==> src/rtl/fetch_queue_pkg.sv <==
// fetch_queue_pkg: shared fetch-queue constants, FSM states and the queue entry layout.
package fetch_queue_pkg;
    localparam int          FQ_DEPTH    = 4;
    localparam logic [31:0] FQ_RESET_PC = 32'h0000_0000;
    localparam logic [31:0] FQ_PC_INCR  = 32'd4;
    typedef enum logic {S_BOOT, S_RUN} fq_state_t;
    typedef struct packed {
        logic [31:0] pc;
        logic [31:0] inst;
    } fq_entry_t;
endpackage

==> src/rtl/fetch_queue_fifo.sv <==
// fetch_queue_fifo: DEPTH-entry {pc,inst} queue with synchronous clear; head output holds the last popped entry when empty.
module fetch_queue_fifo
    import fetch_queue_pkg::*;
#(
    parameter int DEPTH = FQ_DEPTH
) (
    input  logic                     clk,
    input  logic                     resetn,
    input  logic                     clear,
    input  logic                     push,
    input  logic                     pop,
    input  fq_entry_t                wdata,
    output fq_entry_t                rdata,
    output logic [$clog2(DEPTH):0]   count
);
    localparam int AW = $clog2(DEPTH);
    localparam int CW = AW + 1;
    fq_entry_t      mem [DEPTH];
    fq_entry_t      last;
    logic [AW-1:0]  head, tail;
    assign rdata = (count == '0) ? last : mem[head];
    always_ff @(posedge clk)
        if (push && !clear) mem[tail] <= wdata;
    always_ff @(posedge clk or negedge resetn) begin
        if (!resetn) begin
            head  <= '0;
            tail  <= '0;
            count <= '0;
            last  <= '0;
        end else if (clear) begin
            head  <= '0;
            tail  <= '0;
            count <= '0;
        end else begin
            if (push) tail <= tail + 1'b1;
            if (pop) begin
                head <= head + 1'b1;
                last <= mem[head];
            end
            count <= count + CW'(push) - CW'(pop);
        end
    end
endmodule

==> src/rtl/fetch_queue.sv <==
// fetch_queue: fetch stage issuing code_mem reads and queueing {pc,inst} for decode; redirect flushes and restarts.
// Optional FETCH_QUEUE_PERF_EN adds saturating perf_flushes / perf_stalls counters.
module fetch_queue
    import fetch_queue_pkg::*;
#(
    parameter int          DEPTH    = FQ_DEPTH,
    parameter logic [31:0] RESET_PC = FQ_RESET_PC,
    parameter logic [31:0] PC_INCR  = FQ_PC_INCR
) (
    input  logic                     clk,
    input  logic                     resetn,
    output logic                     imem_req,
    output logic [31:0]              imem_addr,
    input  logic [31:0]              imem_rdata,
    output logic                     inst_valid,
    input  logic                     inst_ready,
    output logic [31:0]              inst_out,
    output logic [31:0]              inst_pc,
    input  logic                     redirect,
    input  logic [31:0]              redirect_pc,
    output logic [$clog2(DEPTH):0]   queue_count
`ifdef FETCH_QUEUE_PERF_EN
   ,output logic [31:0]              perf_flushes,
    output logic [31:0]              perf_stalls
`endif
);
    fq_state_t   state;
    logic [31:0] fetch_pc, tag_pc;
    logic        inflight, drop, push, pop;
    fq_entry_t   head;
    // Credit check counts the outstanding read so its response always has a slot.
    assign imem_req   = (state == S_RUN) && !redirect && (32'(queue_count) + 32'(inflight) < DEPTH);
    assign imem_addr  = fetch_pc;
    assign push       = inflight && !drop && !redirect;
    assign inst_valid = (queue_count != '0) && !redirect;
    assign pop        = inst_valid && inst_ready;
    assign inst_out   = head.inst;
    assign inst_pc    = head.pc;
    fetch_queue_fifo #(.DEPTH(DEPTH)) u_fifo (
        .clk    (clk),
        .resetn (resetn),
        .clear  (redirect),
        .push   (push),
        .pop    (pop),
        .wdata  ('{pc: tag_pc, inst: imem_rdata}),
        .rdata  (head),
        .count  (queue_count)
    );
    always_ff @(posedge clk or negedge resetn) begin
        if (!resetn) begin
            state    <= S_BOOT;
            fetch_pc <= RESET_PC;
            tag_pc   <= '0;
            inflight <= 1'b0;
            drop     <= 1'b0;
        end else begin
            state    <= S_RUN;
            inflight <= imem_req;
            drop     <= redirect && inflight;
            if (redirect)
                fetch_pc <= redirect_pc & ~32'h3;
            else if (imem_req) begin
                fetch_pc <= fetch_pc + PC_INCR;
                tag_pc   <= fetch_pc;
            end
        end
    end
`ifdef FETCH_QUEUE_PERF_EN
    always_ff @(posedge clk or negedge resetn) begin
        if (!resetn) begin
            perf_flushes <= '0;
            perf_stalls  <= '0;
        end else begin
            if (redirect && perf_flushes != '1) perf_flushes <= perf_flushes + 1'b1;
            if (inst_valid && !inst_ready && perf_stalls != '1) perf_stalls <= perf_stalls + 1'b1;
        end
    end
`endif
endmodule

==> config.mk <==
export PLATFORM = sky130hd
export DESIGN_NAME = fetch_queue
export DESIGN_NICKNAME = d
export VERILOG_FILES = /design/src/rtl/fetch_queue_pkg.sv /design/src/rtl/fetch_queue_fifo.sv /design/src/rtl/fetch_queue.sv
export SDC_FILE = /design/constraint.sdc
export NUM_CORES = 1
export LEC_CHECK = 0
export BUFFER_PORTS_ARGS = -buffer_cell sky130_fd_sc_hd__clkbuf_2
export CORE_ASPECT_RATIO = 1.5
export CORE_MARGIN = 5
export CORE_UTILIZATION = 30
export CTS_CLUSTER_SIZE = 16
export DETAILED_ROUTE_END_ITERATION = 16
export GPL_TIMING_DRIVEN = 0
export PLACE_DENSITY = 0.47
export SLEW_MARGIN = 10
export SYNTH_ARGS = -nofsm -noshare
export SYNTH_HDL_FRONTEND = slang
export SYNTH_SLANG_ARGS = --single-unit
==> constraint.sdc <==
create_clock -name clk -period 3.8 [get_ports clk]
set_input_delay 0.57 -clock clk [delete_from_list [all_inputs] [get_ports clk]]
set_output_delay 0.57 -clock clk [all_outputs]
set_load 0.01 [all_outputs]
==> impl_metrics.py <==
metrics = {
    "clock_network": {
        "cts_buffers": 40,
        "clk_pin_slew_worst_paths_ns": 0.06,
        "clock_latency_on_the_worst_skew_pair_ns": 0.54,
        "postCtsHoldBufs": 0,
        "maximum_clock_path_buffer_count": 3,
        "cts_setup_buffers": 0,
        "clock_sink_count": 380,
        "ctsRootBufferMaster": "clkbuf_16",
        "tritoncts": "built",
        "level_count_of_the_clock_h_tree": 2,
    },
    "timing": {
        "grt_setup_unrepaired": "false",
        "timing.fmax_mhz": 282,
        "relative_slew_slack": 0.277,
        "timing_max_transition_violations_final": 0,
        "timing.final.setup_violations": 0,
        "min_period_over_period": 0.934,
        "finClkSkew_ns": 0.0134,
        "layout_min_cycle_time_ns": 3.55,
        "worst_pin_slew_ns": 1.08,
        "hold_viol_final": 0,
        "worst_slack_setup_final_ns": 0.251,
        "hold-worst-slack_ns": 0.0194,
    },
    "critical_path": {
        "end_kind": "output pin",
        "required_ns": 3.23,
        "crit_arrival_ns": 2.98,
        "timing.critical_path.from": "u_fifo.head[1]",
        "critical_path_class": "reg2out",
        "rr_endpoint": "u_fifo.count[2]",
        "reg2reg_slack_ns": 0.37,
        "worst-r2r-cell-count": 10,
        "timing.critical_path.from_type": "register",
        "cp_max_fo": 10,
        "worst_r2r_startpoint": "u_fifo.count[0]",
    },
    "logic_synthesis": {
        "post_synthesis_sequential_element_count": 380,
        "post_synth.cell_area_avg_sq_um": 18.1,
        "synth-seq-area-share": 0.699,
        "netlist-cell-type-count": 43,
        "synth.cell_area_sq_mm": 0.0154,
        "postSynthCellCount": 848,
        "ys_warnings": 0,
        "top_cells_by_area_in_the_synthesized_netlist": "edfxtp_1 (48%), dfrtp_1 (21%), mux2_2 (12%)",
        "synth_ff_type": "edfxtp_1",
        "synth_async_sr_flop_share": 0.347,
        "number_of_flops_mapped_to_enable_cells_by_yosys": 248,
        "netlist.top_cell.by_area": "edfxtp_1",
        "synth_top_area_frac": 0.484,
    },
    "hold_path": {
        "min_path_type": "in2async",
    },
    "layout": {
        "finish.cell_count_without_fillers": 1761,
        "num_antenna_cells": 0,
        "final_layout_size_suffix_gt1_frac": 0.431,
        "nFillCells": 4838,
        "post_layout_net_count": 1136,
        "area.growth.synth_to_final_pct": 20.9,
        "final_util": 0.367,
    },
    "floorplanning": {
        "fp.dieH_um": 287,
        "die_w_um": 195,
        "die_area_sq_mm": 0.0560,
        "core_area_sq_mm": 0.0507,
        "std_cell_rows": 101,
        "io_pins": 169,
        "start_util": 0.304,
    },
    "detailed_routing": {
        "antenna_violating_nets_post_route": 0,
        "drt-vias-per-instance": 4.65,
        "post_drt_wl_per_cell_um": 21.7,
        "drtPass1Iterations": 5,
        "drc": 0,
        "totalWireLength_um": 38200,
        "initialDrtViolationCount": 229,
        "num_vias": 8188,
    },
    "power": {
        "power_density_mw_per_mm2": 737,
        "total_power_mw": 13.7,
        "max-vdd-ir-drop_mv": 0.345,
        "static_power_due_to_leakage_nw": 6.78,
    },
    "placed_design": {
        "gp_congestion": 0.764,
        "dp_worst_slack_ns": 0.0912,
        "placed_cells_incl_taps": 1687,
        "total_of_buffers_placed_on_input_and_output_ports": 161,
        "place_hpwl_um": 25200,
    },
    "run_status": {
        "run_status": "finished, final reports clean",
    },
    "global_route": {
        "first_pass_grt_wire_length_um": 57600,
        "globalRouteTotalUtil": 0.136,
        "grt_start_max_net_pins": 82,
        "globalRoute.totalOverflow": 0,
        "antenna_found_initial": 0,
        "first_global_vias": 8977,
    },
    "flow_run": {
        "max_cap_violations": 0,
    },
}
sequential cells by signal, summed over array words and instances (netlist names):
name / flops
u_fifo.mem: 248
u_fifo.last: 62
imem_addr: 30
tag_pc: 30
u_fifo.count: 3
u_fifo.head: 2
u_fifo.tail: 2
drop: 1
inflight: 1
state: 1
layer usage:
| layer | part of all wire | global-route usage | vias up |
|---|---|---|---|
| met4 | 0.027 | 0.0438 | 0 |
| li1 | - | - | 3716 |
| met3 | 0.039 | 0.0243 | 54 |
| met1 | 0.39 | 0.156 | 4242 |
| met5 | 0 | 0 | - |
| met2 | 0.55 | 0.254 | 176 |
critical path, stage by stage, from the launching register on:
cell and delay (ns):
dfrtp_1 0.32, clkbuf_1 0.58, clkbuf_1 0.63, mux4_2 0.42
mux2_2 0.33, clkbuf_2 0.15
timing repair:
item | CTS | global route
resized for setup | 3 | 1
endpoints found under the setup margin | 22 | 2
pin swaps | 0 | 0
cells by family after synthesis:
group | share of synthesized area
DFF | 0.699
muxes | 0.209
and+or+nand+nor | 0.0402
buffers and inverters | 0.0140
AOI/OAI and AO/OA | 0.0136
xor gates and xnor gates | 0.0171
adders and majority gates | 0.00699
other | 0.000488
cells in the mapped netlist, types with 2 or more instances:
cell and instances:
a31oi_1 3, and2_1 6, and3_1 7, and4_1 5
buf_1 6, buf_2 6, buf_4 4, clkbuf_1 28
conb_1 2, dfrtp_1 132, edfxtp_1 248, ha_1 7
inv_1 6, mux2_2 160, mux2i_1 2, mux4_2 62
nand2_1 31, nand2b_1 3, nand3_1 12, nand4_1 11
nor2_1 16, nor2b_1 3, nor3_1 7, nor4_1 7
o21ai_0 21, o31ai_1 2, or3_1 3, or4_1 5
xnor2_1 17, xor2_1 13
per-stage QoR:
stage | instance area, sq um | setup TNS (ns)
6_report | 18600 | 0
5_1_grt | 18600 | 0
4_1_cts | 18600 | 0
3_5_place_dp | 17200 | 0
3_3_place_gp | 17000 | -367.51
2_1_floorplan | 15400 | 0
layout make-up:
class	instances	area, sq um	area share
well taps	669	837	0.0450
clock buffers	51	1080	0.0582
clock inverters	23	300	0.0161
plain buffers	45	204	0.0110
flip-flops and latches	380	10800	0.578
multi-input cells	420	4450	0.239
repair buffers	167	960	0.0516
inverters	6	22.5	0.00121
placed cells by master, fill, tap and decap left out, drive strengths merged, types with 6 or more instances in the layout:
cell and instances:
and2 6, nand3 12, nor4 7, xnor2 17
xor2 13, mux4 62, and3 7, nand4 11
edfxtp 248, ha 7, nor3 7, clkinv 12
bufinv 7, buf 21, inv 9, dfrtp 132
clkbuf 241, nor2 16, nand2 31, mux2 160
o21ai 21
worst max path at each step:
stage	end	slack, ns	cells after the start
floorplan	u_fifo.mem[0][0]	0.94	3
global placement	u_fifo.mem[2][22]	-0.94	3
detailed placement	u_fifo.count[2]	0.09	9
CTS	inst_out[6]	0.06	5
global route	inst_pc[27]	0.009	5
finish	inst_pc[12]	0.25	5
where the power goes:
part	leakage, nW	switching [mW]	total, mW	internal (mW)
Combinational	2.27	1.99	3.98	1.99
Sequential	3.83	0.440	5.61	5.17
Clock	0.678	1.63	4.13	2.50
Total	6.78	4.06	13.7	9.66
(Power assumes the default switching activity.)
